## src/rtl/lcd_pkg.sv

```systemverilog
// -----------------------------------------------------------------------------
// lcd_pkg
// Shared definitions for the LCD pixel back-end: RGB565 width, named colours,
// window-select encodings, the per-pixel tag that travels beside the RAM read,
// and the window priority function.
// -----------------------------------------------------------------------------
package lcd_pkg;

    localparam int RGB_W = 16;

    localparam logic [RGB_W-1:0] BLACK = 16'h0000;
    localparam logic [RGB_W-1:0] RED   = 16'hF800;
    localparam logic [RGB_W-1:0] WHITE = 16'hFFFF;

    typedef enum logic [1:0] {
        WIN_NONE = 2'b00,
        WIN0     = 2'b01,
        WIN1     = 2'b10
    } win_sel_e;

    // Everything about a pixel except its colour; delayed to meet the RAM data.
    // vld marks a sample taken after reset release, so flushed zeros are never
    // mistaken for a real low level of vsync.
    typedef struct packed {
        logic     vld;
        logic     hsync;
        logic     vsync;
        logic     de;
        win_sel_e sel;
    } pipe_tag_t;

    // Window 0 has priority when both acknowledges are high.
    function automatic win_sel_e win_select(input logic ack0, input logic ack1);
        if (ack0) return WIN0;
        if (ack1) return WIN1;
        return WIN_NONE;
    endfunction

endpackage

```

## src/rtl/lcd_delay_line.sv

```systemverilog
// -----------------------------------------------------------------------------
// lcd_delay_line
// Fixed-depth shift register, cleared by reset.
// Ports:
//   clk, rest_n : clock, asynchronous active-low reset
//   i_d         : WIDTH-bit input sample
//   o_q         : i_d delayed by DEPTH clk cycles
// -----------------------------------------------------------------------------
module lcd_delay_line #(
    parameter int DEPTH = 2,
    parameter int WIDTH = 8
) (
    input  logic             clk,
    input  logic             rest_n,
    input  logic [WIDTH-1:0] i_d,
    output logic [WIDTH-1:0] o_q
);

    logic [WIDTH-1:0] r_sr [DEPTH];

    // NOTE: every stage is reset because it carries sync/control, and a stale
    // DE or window bit after reset would put garbage on the panel.
    always_ff @(posedge clk or negedge rest_n) begin
        if (!rest_n) begin
            for (int i = 0; i < DEPTH; i++) r_sr[i] <= '0;
        end else begin
            r_sr[0] <= i_d;
            for (int i = 1; i < DEPTH; i++) r_sr[i] <= r_sr[i-1];
        end
    end

    assign o_q = r_sr[DEPTH-1];

endmodule

```

## src/rtl/lcd_pixel_pipe.sv

```systemverilog
// -----------------------------------------------------------------------------
// lcd_pixel_pipe
// Back-end stage after the 640x480 timing generator: issues image RAM reads,
// retimes hsync/vsync/DE to the RAM latency and drives the RGB565 panel bus
// with background fill, window-1 tint and a frame counter.
// Latency input->output: RAM_LAT+2 (RAM_LAT+3 with PIXEL_PIPE_BORDER_EN).
// Build option: define PIXEL_PIPE_BORDER_EN for a red 1-pixel window-0 border.
// Ports:
//   clk, rest_n            : pixel clock, asynchronous active-low reset
//   in_hsync/vsync/de      : timing generator sync and data enable
//   in_ack0/in_ack1        : pixel inside window 0 / window 1
//   in_addr                : RAM address, one cycle after its ack
//   ram_rd_en/ram_rd_addr  : RAM read request (address 0 when idle)
//   ram_rd_data            : RAM data, RAM_LAT cycles after the request
//   lcd_hsync_o/vsync_o/de_o, lcd_rgb : panel bus
//   frame_cnt              : rising edges of lcd_vsync_o, wraps at 8 bits
// -----------------------------------------------------------------------------
module lcd_pixel_pipe
    import lcd_pkg::*;
#(
    parameter int               RAM_LAT     = 2,     // 1..4
    parameter logic [RGB_W-1:0] BG_COLOR    = BLACK,
    parameter logic [RGB_W-1:0] WIN1_XOR    = WHITE,
    parameter logic [RGB_W-1:0] BLANK_COLOR = BLACK
) (
    input  logic             clk,
    input  logic             rest_n,
    input  logic             in_hsync,
    input  logic             in_vsync,
    input  logic             in_de,
    input  logic             in_ack0,
    input  logic             in_ack1,
    input  logic [15:0]      in_addr,
    output logic             ram_rd_en,
    output logic [15:0]      ram_rd_addr,
    input  logic [RGB_W-1:0] ram_rd_data,
    output logic             lcd_hsync_o,
    output logic             lcd_vsync_o,
    output logic             lcd_de_o,
    output logic [RGB_W-1:0] lcd_rgb,
    output logic [7:0]       frame_cnt
);

    // ---------------- Stage A: align controls with in_addr ----------------
    pipe_tag_t r_tag_a;

    // NOTE: sequential state uses non-blocking assignments so every register
    // samples the pre-edge values and the stage order cannot matter.
    always_ff @(posedge clk or negedge rest_n) begin
        if (!rest_n) begin
            r_tag_a <= '0;
        end else begin
            r_tag_a.vld   <= 1'b1;
            r_tag_a.hsync <= in_hsync;
            r_tag_a.vsync <= in_vsync;
            r_tag_a.de    <= in_de;
            r_tag_a.sel   <= win_select(in_ack0, in_ack1);
        end
    end

    // ---------------- Read issue ----------------
    assign ram_rd_en   = (r_tag_a.sel != WIN_NONE);
    assign ram_rd_addr = ram_rd_en ? in_addr : 16'h0000;

`ifdef PIXEL_PIPE_BORDER_EN
    // ---------------- Border detection (stage A) ----------------
    // Horizontal edges: previous pixel (r_prev_ack0) or next pixel (in_ack0,
    // one cycle ahead of stage A) outside window 0. Vertical edges: line index
    // within window 0; the last line is taken from the previous frame's count,
    // so the bottom edge appears from the second frame on.
    logic       r_prev_ack0;
    logic       r_line_has0;
    logic [9:0] r_line_idx;
    logic [9:0] r_win_lines;
    logic       w_is_ack0_a;
    logic       w_border_a;

    assign w_is_ack0_a = (r_tag_a.sel == WIN0);
    assign w_border_a  = w_is_ack0_a &&
                         (!r_prev_ack0 || !in_ack0 ||
                          r_line_idx == 10'd0 || r_line_idx == r_win_lines - 10'd1);

    always_ff @(posedge clk or negedge rest_n) begin
        if (!rest_n) begin
            r_prev_ack0 <= 1'b0;
            r_line_has0 <= 1'b0;
            r_line_idx  <= '0;
            r_win_lines <= '0;
        end else begin
            r_prev_ack0 <= w_is_ack0_a;
            if (in_vsync && !r_tag_a.vsync) begin
                r_win_lines <= r_line_idx;
                r_line_idx  <= '0;
                r_line_has0 <= 1'b0;
            end else if (r_tag_a.de && !in_de) begin
                if (r_line_has0 || w_is_ack0_a) r_line_idx <= r_line_idx + 10'd1;
                r_line_has0 <= 1'b0;
            end else if (w_is_ack0_a) begin
                r_line_has0 <= 1'b1;
            end
        end
    end

    localparam int DL_W = $bits(pipe_tag_t) + 1;
    logic [DL_W-1:0] w_dl_in;
    logic [DL_W-1:0] w_dl_out;
    pipe_tag_t       w_tag_d;
    logic            w_border_d;
    assign w_dl_in               = {w_border_a, r_tag_a};
    assign {w_border_d, w_tag_d} = w_dl_out;
`else
    localparam int DL_W = $bits(pipe_tag_t);
    logic [DL_W-1:0] w_dl_in;
    logic [DL_W-1:0] w_dl_out;
    pipe_tag_t       w_tag_d;
    assign w_dl_in = r_tag_a;
    assign w_tag_d = w_dl_out;
`endif

    // ---------------- Delay line: tag meets RAM data ----------------
    lcd_delay_line #(
        .DEPTH (RAM_LAT),
        .WIDTH (DL_W)
    ) u_tag_dly (
        .clk    (clk),
        .rest_n (rest_n),
        .i_d    (w_dl_in),
        .o_q    (w_dl_out)
    );

    // ---------------- Pixel colour ----------------
    logic [RGB_W-1:0] w_rgb_next;

    // NOTE: default first so every path assigns w_rgb_next and no latch forms.
    always_comb begin
        w_rgb_next = BG_COLOR;
        if (!w_tag_d.de) begin
            w_rgb_next = BLANK_COLOR;
        end else begin
            case (w_tag_d.sel)
                WIN0:    w_rgb_next = ram_rd_data;
                WIN1:    w_rgb_next = ram_rd_data ^ WIN1_XOR;
                default: w_rgb_next = BG_COLOR;
            endcase
`ifdef PIXEL_PIPE_BORDER_EN
            if (w_border_d) w_rgb_next = RED;
`endif
        end
    end

    // ---------------- Inputs to the final output register ----------------
    logic             w_fin_hsync;
    logic             w_fin_vsync;
    logic             w_fin_de;
    logic             w_fin_vld;
    logic [RGB_W-1:0] w_fin_rgb;

`ifdef PIXEL_PIPE_BORDER_EN
    // Extra stage isolates the border override from the panel-facing flops.
    logic             r_hsync_o, r_vsync_o, r_de_o, r_vld_o;
    logic [RGB_W-1:0] r_rgb_o;

    always_ff @(posedge clk or negedge rest_n) begin
        if (!rest_n) begin
            r_hsync_o <= 1'b0;
            r_vsync_o <= 1'b0;
            r_de_o    <= 1'b0;
            r_vld_o   <= 1'b0;
            r_rgb_o   <= BLANK_COLOR;
        end else begin
            r_hsync_o <= w_tag_d.hsync;
            r_vsync_o <= w_tag_d.vsync;
            r_de_o    <= w_tag_d.de;
            r_vld_o   <= w_tag_d.vld;
            r_rgb_o   <= w_rgb_next;
        end
    end

    assign w_fin_hsync = r_hsync_o;
    assign w_fin_vsync = r_vsync_o;
    assign w_fin_de    = r_de_o;
    assign w_fin_vld   = r_vld_o;
    assign w_fin_rgb   = r_rgb_o;
`else
    assign w_fin_hsync = w_tag_d.hsync;
    assign w_fin_vsync = w_tag_d.vsync;
    assign w_fin_de    = w_tag_d.de;
    assign w_fin_vld   = w_tag_d.vld;
    assign w_fin_rgb   = w_rgb_next;
`endif

    // ---------------- Output register and frame counter ----------------
    logic             r_hsync_f, r_vsync_f, r_de_f, r_vld_f;
    logic [RGB_W-1:0] r_rgb_f;
    logic [7:0]       r_frame_cnt;

    always_ff @(posedge clk or negedge rest_n) begin
        if (!rest_n) begin
            r_hsync_f   <= 1'b0;
            r_vsync_f   <= 1'b0;
            r_de_f      <= 1'b0;
            r_vld_f     <= 1'b0;
            r_rgb_f     <= BLANK_COLOR;
            r_frame_cnt <= 8'd0;
        end else begin
            r_hsync_f <= w_fin_hsync;
            r_vsync_f <= w_fin_vsync;
            r_de_f    <= w_fin_de;
            r_vld_f   <= w_fin_vld;
            r_rgb_f   <= w_fin_rgb;
            // Count only a 0->1 between two real samples: a vsync already high
            // at reset release is not a new frame.
            if (w_fin_vld && r_vld_f && w_fin_vsync && !r_vsync_f)
                r_frame_cnt <= r_frame_cnt + 8'd1;
        end
    end

    assign lcd_hsync_o = r_hsync_f;
    assign lcd_vsync_o = r_vsync_f;
    assign lcd_de_o    = r_de_f;
    assign lcd_rgb     = r_rgb_f;
    assign frame_cnt   = r_frame_cnt;

endmodule
```

## config.mk

```make
export PLATFORM = sky130hd
export DESIGN_NAME = lcd_pixel_pipe
export DESIGN_NICKNAME = d
export VERILOG_FILES = /design/src/rtl/lcd_pkg.sv /design/src/rtl/lcd_delay_line.sv /design/src/rtl/lcd_pixel_pipe.sv
export SDC_FILE = /design/constraint.sdc
export NUM_CORES = 1
export LEC_CHECK = 0
export CAP_MARGIN = 20
export CORE_MARGIN = 5
export CORE_UTILIZATION = 36
export CTS_CLUSTER_DIAMETER = 30
export CTS_CLUSTER_SIZE = 24
export DETAILED_ROUTE_END_ITERATION = 6
export PLACE_DENSITY_LB_ADDON = 0.08
export SLEW_MARGIN = 30
export SYNTH_ARGS = -nofsm -noshare
export SYNTH_HDL_FRONTEND = slang
export SYNTH_SLANG_ARGS = --single-unit
```

## constraint.sdc

```tcl
create_clock -name clk -period 2 [get_ports clk]
set_input_delay 0.2 -clock clk [delete_from_list [all_inputs] [get_ports clk]]
set_output_delay 0.2 -clock clk [all_outputs]
set_load 0.01 [all_outputs]
```

# Word-level counts from Yosys, hierarchy flattened
# Cells that the tools add are included.
# W data, S select, Z words.
[op_classes]
n_mux = 10
n_eq_ne = 2
addsub = 1
n_bitwise = 1
reduce_logical = 5
[op_table]
columns = ["op", "count"]
rows = [
  ["$mux W16", 2],
  ["$pmux W16 S2", 1],
  ["$not A16 Y16", 1],
  ["$add A8 B1 Y8 const B", 1],
  ["$mux W2", 4],
  ["$logic_and A1 B1 Y1", 3],
  ["$mux W1", 3],
  ["$eq A2 B1 Y1 const B", 1],
  ["$eq A2 B2 Y1 const B", 1],
  ["$reduce_bool A2 Y1", 1],
  ["$logic_not A1 Y1", 1],
]
[totals]
elab_cells = 32
in_bits = 39
reg_bits = 46
out_inout_bits = 44

# Depth between registers and ports, before layout
# Gate-level depths: netlist (run 1).
[logic_depth]
depth_word = 4
ltp_mapped = 5
ltp_nobuf = 4

# By module
# From an unflattened synthesis (run 1), not the netlist that was laid out.
[unflattened]
hier_cells = 134
area_unflattened_um2 = 1805.5
[by_module_without_submodules]
columns = ["mod", "n_inst", "area_per_inst_um2", "cells_per_inst", "seq_area_each_um2"]
rows = [
  ["lcd_pixel_pipe", 1, 1460.2, 116, 850.8],
  ["lcd_delay_line", 1, 345.3, 18, 300.3],
]

# Least setup slack after synthesis (run 1)
# No wires, ideal clock.
[synth_timing]
kind = "reg-to-output"
start = "register r_tag_a[1] in the netlist's numbering"
end = "output ram_rd_addr[10]"
stages_incl_launch_ff = 4
path_slack_ns = 0.817
required_ns = 1.800
n_path_buf = 1
t_arrival_ns = 0.983
path_cell_list = "dfrtp_1 nor2_1 buf_2 nor2b_1"
[synth_between]
elab_chain_cells = 2
[synth_lines]
columns = ["element", "line_no", "source"]
rows = [
  ["start: declaration", "lcd_pixel_pipe.sv:45", "pipe_tag_t r_tag_a;"],
  ["$reduce_bool A2 Y1", "lcd_pixel_pipe.sv:62", "assign ram_rd_en = (r_tag_a.sel != WIN_NONE);"],
  ["$mux W16", "lcd_pixel_pipe.sv:63", "assign ram_rd_addr = ram_rd_en ? in_addr : 16'h0000;"],
  ["end: declaration", "lcd_pixel_pipe.sv:35", "output logic [15:0] ram_rd_addr,"],
]
# Every way passes these cells.

# Worst setup path in the final report (run 1)
[layout_timing]
start = "register r_tag_a[1] in the netlist's numbering"
end = "output ram_rd_addr[12]"
# Same word-level chain as after synthesis.

==> impl_results.md, run 1 <==
* R2R cell count at 3
* Die area at 6350 um2
* Clock-pin slew on the worst setup and hold paths at 80 ps
* Comb pwr share at 18.2%
* # rows at 25
* Area of the multi-input gates at 561 um2
* Synth area leader: dfrtp_1
* # DRC at 0
* Crit-path max cell delay at 560 ps
* Hold-fix buffer count after cts at 1
* Port bufs at 82
* Unique masters post-synth at 19
* Crit Path Class: flip-flop to output port
* Clock power share at 35.6%
* GRT Residual Overflow at 0
* Drt first pass iters at 4
* Max-Cap Viols at 0
* Slowest cell on the critical path: clkdlybuf4s50_1
* TritonCTS clock tree: built
* Final Power at 0.00231 W
* Status: complete, no violations
* Fmax at 564 MHz
* P_int at 0.00180 W
* Crit path arrival time at 1570 ps
* Crit path launch: r_tag_a[1]
* CP required at 1800 ps
* Synth top area cells: dfrtp_1 66%, mux2i_1 9.2%, nor2b_1 6.1%
* Clk sinks at 46
* Maximum vdd drop at 356 uV
* P_sw at 0.000515 W
* Initial antenna violation count at 0
* Post-Synthesis Cells at 128
* Crit-path cells: nor2_1 > buf_4 > nor2b_1 > clkdlybuf4s50_1
* Dpl hpwl at 2.87 mm
* Reg-to-reg endpoint: lcd_rgb[4]
* Final min period at 1770 ps
* Die Span Y at 79.7 um
* Final slew viol count at 0
* Clk buf depth at 2
* Post-synth top area share at 65.9%
* Synthesized area per cell at 13.7 um2
* Gpl congestion at 0.790
* Rel. slew slack at 58.7%
* Die Wd at 79.7 um
* Reg2reg setup slack at 720 ps
* Post-CTS Setup Inserts at 0
* DP Area at 2640 um2
* Ys Warns at 0
* Num ports at 83
* # setup viols final at 0
* Area Overhead vs Synth at 59.8%
* Worst r2r src: u_tag_dly.o_q[0]
* CTS Root Cell: clkbuf_8
* Critical Path Source Type: flip-flop
* Leakage at 1.28 nW
* CTS resizes at 0
* Sequential share of the synthesized area at 65.9%
* Crit-path max FO at 17
* First-pass GRT wire length at 6.31 mm
* Placed Cells at 274
* Seq pwr share at 46.2%
* Post-route non-filler standard cell count at 283
* Min-Delay Path Class: input port to async pin
* Via/cell ratio at 4.36
* Ant. Diodes at 0
* DRT iter0 DRCs at 36
* Crit. End Element: output port
* H-tree levels at 2
* Register Area at 1150 um2
* Clk Latency, worst-skew pair at 290 ps
* Post-Route Setup TNS at 0 ps
* RSZ-0062 raised after global routing: no
* Power Density at 828 nW/um2
* Largest net degree at the start of global routing at 18
* Drt total wl at 3.81 mm
* Crit share post-route at 88.6%
* Clock skew at 3.47 ps
* Commonest non-fill, non-tap cell in the layout: clkdlybuf4s50_1
* Total CTS buffers at 5
* Initial Utilization at 37.0%
* Nets at 255
* Core area at 4720 um2
* Synthesized area at 1750 um2
* Synthesis-stage register bit count at 46
* Global Route Usage Sum at 13.2%
* Share of layout cells above drive strength 1 at 6.94%
* Routed Antenna Nets at 0
* Synth Net Count at 168
* Most frequent cells in the layout: 81 x clkdlybuf4s50_1, 46 x dfrtp_1, 17 x nor2b_1
* Switching share of power at 22.3%
* Cell area after layout at 2790 um2
* Worst slew pin tran at 619 ps
* Vias after detailed routing at 1234
* Hold Violations, Final at 0
* Fillers at 388
* CP Capture Point: ram_rd_addr[12]
* Vias in the first global route at 1367
* Wire length per cell at 13.5 um
how the worst min path moves through the flow:
| stage | from | endpoint | slack, ps | depth (start not counted) |
|---|---|---|---|---|
| 5_1_grt | in_hsync | r_tag_a[4] | 330 | 1 |
| 3_3_place_gp | rest_n | lcd_rgb[1] | 120 | 1 |
| 4_1_cts | in_hsync | r_tag_a[4] | 330 | 1 |
| 3_5_place_dp | rest_n | lcd_rgb[1] | 120 | 1 |
| 6_report | rest_n | lcd_rgb[1] | 340 | 2 |
| 2_1_floorplan | rest_n | frame_cnt[0] | -100 | 0 |
stage by stage:
stage	hold WS (ps)	setup WS [ps]	util (%)
global route	327	107	59.2
detailed placement	125	439	55.9
CTS	331	187	59.2
global placement	116	450	55.9
finish	338	227	59.2
floorplan	-95.6	817	-
cells by family (layout without fill, tap and decap cells):
kind of cell	Yosys count	in the layout	synth area share [%]
fa+ha+maj	1	1	0.716
other cells	1	1	0.215
buf+inv	8	96	2.08
flops	46	46	65.9
xor+xnor	7	7	3.51
mux	17	17	9.81
simple gates	48	48	17.8
registers in the layout (all words and copies together) (netlist names):
register,count
lcd_rgb,16
frame_cnt,8
r_tag_a,6
u_tag_dly.o_q,6
u_tag_dly.r_sr,6
lcd_de_o,1
lcd_hsync_o,1
lcd_vsync_o,1
r_vld_f,1
worst max-delay path, delay by kind of cell, from the launching register on:
family                 cells  cell delay (ps)
buffers and inverters      2              740
flip-flops                 1              360
AND/OR/NAND/NOR            2              190
power by group through the flow:
stage	registers (W)	logic (W)	clock network, W
4_1_cts	0.00107	0.000431	0.000850
3_3_place_gp	0.00108	0.000420	0
6_report	0.00107	0.000421	0.000824
2_1_floorplan	0.00110	0.000129	0
5_1_grt	0.00108	0.000460	0.000887
3_5_place_dp	0.00109	0.000427	0
final cells by class:
cell class,instances,area share (%)
clock buffer,6,2.96
tap,67,3.00
sequential,46,41.2
timing repair buffer,86,30.4
clock inverter,2,2.15
inverter,2,0.269
multi-input combinational,74,20.1
metal layers:
metal | GRT usage, % | up-vias | share of wire [%]
li1 | - | 576 | -
met1 | 14.3 | 580 | 39
met2 | 21.8 | 73 | 48
met3 | 7.34 | 5 | 12
met4 | 4.12 | 0 | 1.2
met5 | 0 | - | 0
cell usage after synthesis:
master and number:
xnor2_1 1, ha_1 1, and2_1 16, inv_1 2, nand4b_4 1, dfrtp_1 46
clkbuf_1 1, nor3_1 2, nor2b_1 17, mux2i_1 16, xor2_1 6, nor2_1 4
buf_2 5, conb_1 1, nand2b_1 2, mux2_2 1, nand2_1 2, nor4_4 1
nand3_1 3
No activity file was read; power rests on OpenSTA's default activity.
==> run 2: changes to the inputs <==
==> constraint.sdc (replaced) <==
create_clock -name clk -period 2 [get_ports clk]
set_input_delay 0.6 -clock clk [delete_from_list [all_inputs] [get_ports clk]]
set_output_delay 0.6 -clock clk [all_outputs]
set_load 0.01 [all_outputs]
==> run 2 against run 1 <==
Effect of this change:
- first-iteration DRC count rose by 14%
- non-clock buffer count rose by 1
- die area did not move
- maximum frequency fell by 7.9%
- register-to-register slack got worse by 100 ps
- clock power fell by 34%
- critical path type is now input port to output port
- critical endpoint is now ram_rd_addr[8]
- highest routed layer unchanged
==> impl_results.md, run 2 (synthesis gave the netlist of run 1 again) <==
* WL met3 at 496 um (+6.0%)
* Clock-pin slew on the worst setup and hold paths at 70 ps (about the same)
* Hold Slack at 226 ps (-112 ps)
* Status: complete, no violations
* Fillers at 396 (+2.1%)
* Area Overhead vs Synth at 53.4%
* Initial Utilization at 37.0% (unchanged)
* Crit-path max FO at 1 (-16)
* Leakage at 1.28 nW (about the same)
* Area of the multi-input gates at 568 um2 (+1.3%)
* First-pass GRT wire length at 6.27 mm (-0.76%)
* Fmax at 520 MHz (-7.9%)
* Clk sinks at 46 (unchanged)
* Hold Violations, Final at 0 (unchanged)
* CP required at 1400 ps (-400 ps)
* Core area at 4720 um2 (unchanged)
* Die Span Y at 79.7 um (unchanged)
* Metal-1 WL at 1.38 mm (-7.0%)
* Crit share post-route at 96.2% (+7.6 points)
* TritonCTS clock tree: built
* Initial antenna violation count at 0 (unchanged)
* Rel. slew slack at 56.7% (-2.0 points)
* Global Route Usage Sum at 13.1% (-0.090 points)
* # rows at 25 (unchanged)
* Vias after detailed routing at 1221 (-1.1%)
* Clk Latency, worst-skew pair at 290 ps (about the same)
* Via/cell ratio at 4.33 (-0.70%)
* Most frequent cells in the layout: 64 x clkdlybuf4s50_1, 46 x dfrtp_1, 17 x buf_2
* # DRC at 0 (unchanged)
* Placed Cells at 274 (unchanged)
* Worst slew pin tran at 650 ps (+30.5 ps)
* Post-route non-filler standard cell count at 282 (-0.35%)
* Die Wd at 79.7 um (unchanged)
* Crit. End Element: output port
* Metal2 WL at 1.91 mm (+5.4%)
* Post-route core utilization at 56.8% (-2.4 points)
* Final min period at 1920 ps (+152 ps)
* # setup viols final at 0 (unchanged)
* Crit Path Class: input port to output port
* Crit path arrival time at 1320 ps (-250 ps)
* Largest net degree at the start of global routing at 31 (+13)
* Dpl hpwl at 2.98 mm (+3.6%)
* Final slew viol count at 0 (unchanged)
* Max reg flops at 16 (unchanged)
* Clk buf depth at 2 (unchanged)
* Routed Antenna Nets at 0 (unchanged)
* Vias in the first global route at 1416 (+3.6%)
* Top sig layer: met4
* Max-Cap Viols at 0 (unchanged)
* Ant. Diodes at 0 (unchanged)
* RSZ-0062 raised after global routing: no
* Clock skew at 6.44 ps (+2.97 ps)
* Total CTS buffers at 5 (unchanged)
* GRT Residual Overflow at 0 (unchanged)
* Wire length per cell at 13.5 um (+0.62%)
* Maximum vdd drop at 327 uV (-8.3%)
* Critical Path Source Type: input port
* Hold-fix buffer count after cts at 0 (-1)
* CTS Root Cell: clkbuf_8
* Nets at 256 (+0.39%)
* Die area at 6350 um2 (unchanged)
* Min-Delay Path Class: input port to async pin
* Commonest non-fill, non-tap cell in the layout: clkdlybuf4s50_1
* Drt total wl at 3.82 mm (+0.26%)
* Port bufs at 82 (unchanged)
* H-tree levels at 2 (unchanged)
* Num ports at 83 (unchanged)
* Register Area at 1150 um2 (unchanged)
* DRT iter0 DRCs at 41 (+14%)
* Drt first pass iters at 2 (-2)
* Power Density at 752 nW/um2 (-9.1%)
* Gpl congestion at 0.775 (-1.9%)
* R2R cell count at 3 (unchanged)
* Share of layout cells above drive strength 1 at 15.8% (+8.9 points)
-- run 2: changes by cell type in the layout (fill, tap and decap cells not counted), sizes merged --
cell / change
clkdlybuf4s50: -17
dlygate4sd2: +1
bufinv: -2
buf: +18
dlygate4sd3: -1
-- run 2: per-layer routing --
| layer | vias up | GRT usage [%] |
|---|---|---|
| li1 | 575 | - |
| met1 | 577 | 12.9 |
| met2 | 65 | 23.2 |
| met3 | 4 | 7.56 |
| met4 | 0 | 3.61 |
| met5 | - | 0 |
-- run 2: final timing paths --
path | slack (ps) | to | start
max | 80 | ram_rd_addr[8] | in_addr[8]
min | 230 | lcd_rgb[3] | rest_n
max reg2reg | 620 | lcd_rgb[8] | u_tag_dly.o_q[0]
min reg2reg | 350 | u_tag_dly.o_q[5] | u_tag_dly.r_sr[11]
max in group asynchronous | 1290 | frame_cnt[7] | rest_n
min in group clk | 350 | u_tag_dly.o_q[5] | u_tag_dly.r_sr[11]
-- run 2: stage by stage --
step	area [um2]	power [W]	setup slack, ps	setup TNS (ps)
after global placement	2650	0.00150	-351	-5190
after floorplan	1750	0.00123	417	0
final	2680	0.00202	75.2	0
after detailed placement	2650	0.00152	-373	-5270
after CTS	2720	0.00205	2.77	0
after global routing	2680	0.00213	15.5	0
-- run 2: what timing repair did --
item / in CTS / in global routing
pin swaps: 0 / 0
gates resized for setup: 62 / 7
setup endpoints to repair: 17 / 7
setup buffers: 2 / 0
-- run 2: worst max-delay path: stages --
cell	delay, ps
clkdlybuf4s50_1	450
nor2b_2	140
buf_2	130
-- run 2: final cells by class --
cell class	instances	share of cell area (%)
Clock buffer	6	3.08
Inverter	2	0.280
Multi-Input combinational cell	74	21.2
Sequential cell	46	42.9
Tap cell	67	3.13
Timing Repair Buffer	87	29.4
-- run 2: where the power goes --
part	total, W	switching, W	internal (W)
clock network	0.000546	0.000279	0.000267
logic	0.000407	0.000159	0.000248
registers	0.00106	0.0000611	0.00100
total	0.00202	0.000499	0.00152
==> run 3: changes to the inputs <==
- DONT_BUFFER_PORTS: unset -> 1
==> run 3 against run 2 <==
Effect of this change:
- first-iteration DRC count down 68%
- combinational power decreased by 58%
- global-route usage is 1.9 points lower
- register-to-register slack gained 110 ps
- maximum frequency is 11% higher
- clock skew fell by 1.0 ps
- sequential share of layout area up 16 points
- final area down 27%
- setup slack improved by 180 ps
- clock-buffer cell count unchanged
- highest routed layer unchanged
==> impl_results.md, run 3 (synthesis gave the netlist of run 1 again) <==
* Status: complete, no violations
* Die area at 6350 um2 (unchanged)
* Post-route core utilization at 41.6% (-15 points)
* Clk sinks at 46 (unchanged)
* Min-Delay Path Class: input port to async pin
* Post-Place Worst Slack at 534 ps (+907 ps)
* Buffer and inverter count on the worst path at 1 (-1)
* Post-Route Setup TNS at 0 ps (unchanged)
* Total CTS buffers at 5 (unchanged)
* Vias after detailed routing at 914 (-25%)
* Wire length per cell at 16.2 um (+20%)
* Ant. Diodes at 0 (unchanged)
* First-pass GRT wire length at 5.19 mm (-17%)
* Core area at 4720 um2 (unchanged)
* Most frequent cells in the layout: 46 x dfrtp_1, 17 x nor2b_1, 16 x mux2i_1, 16 x and2_1, 6 x xor2_1
* Max reg flops at 16 (unchanged)
* Reg2reg setup slack at 730 ps (+110 ps)
* Final slew viol count at 0 (unchanged)
* Clk Latency, worst-skew pair at 290 ps (about the same)
* Final min period at 1740 ps (-183 ps)
* Register Area at 1150 um2 (unchanged)
* CTS Root Cell: clkbuf_8
* Fillers at 425 (+7.3%)
* RSZ-0062 raised after global routing: no
* Max-Cap Viols at 0 (unchanged)
* Commonest non-fill, non-tap cell in the layout: dfrtp_1
* GRT Residual Overflow at 0 (unchanged)
* Gpl congestion at 0.649 (-16%)
* Hold Slack at 141 ps (-85.8 ps)
* Initial Utilization at 37.0% (unchanged)
* Leakage at 0.963 nW (-25%)
* CP required at 1400 ps (about the same)
* Placed Cells at 192 (-30%)
* # rows at 25 (unchanged)
* Die Wd at 79.7 um (unchanged)
* Critical Path Source Type: flip-flop
* Routed Antenna Nets at 0 (unchanged)
* Port bufs at 0 (-100%)
* Drt first pass iters at 4 (+2)
* Power Density at 987 nW/um2 (+31%)
* H-tree levels at 2 (unchanged)
* Vias in the first global route at 985 (-30%)
* # setup viols final at 0 (unchanged)
* Dpl hpwl at 2.37 mm (-20%)
* R2R cell count at 3 (unchanged)
* Largest net degree at the start of global routing at 47 (+52%)
* TritonCTS clock tree: built
* # DRC at 0 (unchanged)
* Area Overhead vs Synth at 12.3%
* Crit-path cells: nor2_1 > buf_4 > nor2b_1
* Nets at 173 (-32%)
* Crit-path max FO at 17 (+16)
* Num ports at 83 (unchanged)
* Crit Path Class: flip-flop to output port
* Crit path arrival time at 1140 ps (-180 ps)
* Crit. End Element: output port
* Fmax at 574 MHz (+11%)
* Reg-to-reg endpoint: frame_cnt[7]
* Global Route Usage Sum at 11.2% (-1.9 points)
* Clock skew at 5.40 ps (-1.04 ps)
* Area of the multi-input gates at 561 um2 (-1.3%)
* Maximum vdd drop at 419 uV (+28%)
* Hold Violations, Final at 0 (unchanged)
* Crit-path max cell delay at 360 ps (-90 ps)
* Fin worst setup slack at 258 ps (+183 ps)
* Post-CTS Setup Inserts at 0 (-2)
* Initial antenna violation count at 0 (unchanged)
* Clock-pin slew on the worst setup and hold paths at 80 ps (about the same)
* Clk buf depth at 2 (unchanged)
* Share of layout cells above drive strength 1 at 10.4% (-5.4 points)
* Die Span Y at 79.7 um (unchanged)
* CP delay by family, top: flip-flops
* Drt total wl at 3.26 mm (-15%)
* Crit share post-route at 87.1% (-9.1 points)
* DRT iter0 DRCs at 13 (-68%)
* Post-route non-filler standard cell count at 201 (-29%)
* Via/cell ratio at 4.55 (+5.0%)
* Worst r2r src: lcd_vsync_o
* Slowest cell on the critical path: dfrtp_1
run 3: per-layer routing:
layer  wire length (um)  vias to the layer above  GRT usage (%)
met5                  0                        -              0
met4                 44                        0           4.64
met3                396                        4           6.21
met2               1630                       66           17.9
met1               1190                      430           12.3
li1                   -                      414              -
run 3: final cells by class:
type                       instances  area share (%)
inverter                           2           0.382
clock buffer                       6            3.70
timing repair buffer               4            2.55
tap                               67            4.27
multi-input combinational         74            28.6
clock inverter                     2            1.91
sequential                        46            58.6
run 3: worst max path at each step:
stage,cells past startpoint,endpoint,from
4_1_cts,3,ram_rd_addr[11],r_tag_a[1]
5_1_grt,3,ram_rd_addr[11],r_tag_a[1]
3_3_place_gp,1,ram_rd_addr[8],in_addr[8]
3_5_place_dp,1,ram_rd_addr[11],in_addr[11]
2_1_floorplan,3,ram_rd_addr[10],r_tag_a[1]
6_report,3,ram_rd_addr[11],r_tag_a[1]
run 3: where the power goes:
part	total [W]	switching (W)	internal, W	leakage, nW
sequential	0.00110	0.0000979	0.00100	0.582
combinational	0.000170	0.0000908	0.0000796	0.330
clock	0.000667	0.000294	0.000373	0.0514
run 3: stage by stage:
step	power, W	area (um2)
final	0.00194	1960
after global routing	0.00206	1960
after CTS	0.00198	1960
after detailed placement	0.00127	1830
after global placement	0.00127	1830
after floorplan	0.00123	1750
run 3: timing repair:
action                                 in CTS  in global routing
resized for setup                           0                  0
hold buffers                                1                  0
endpoints found under the hold margin      46                  0
setup endpoints to repair                   0                  0
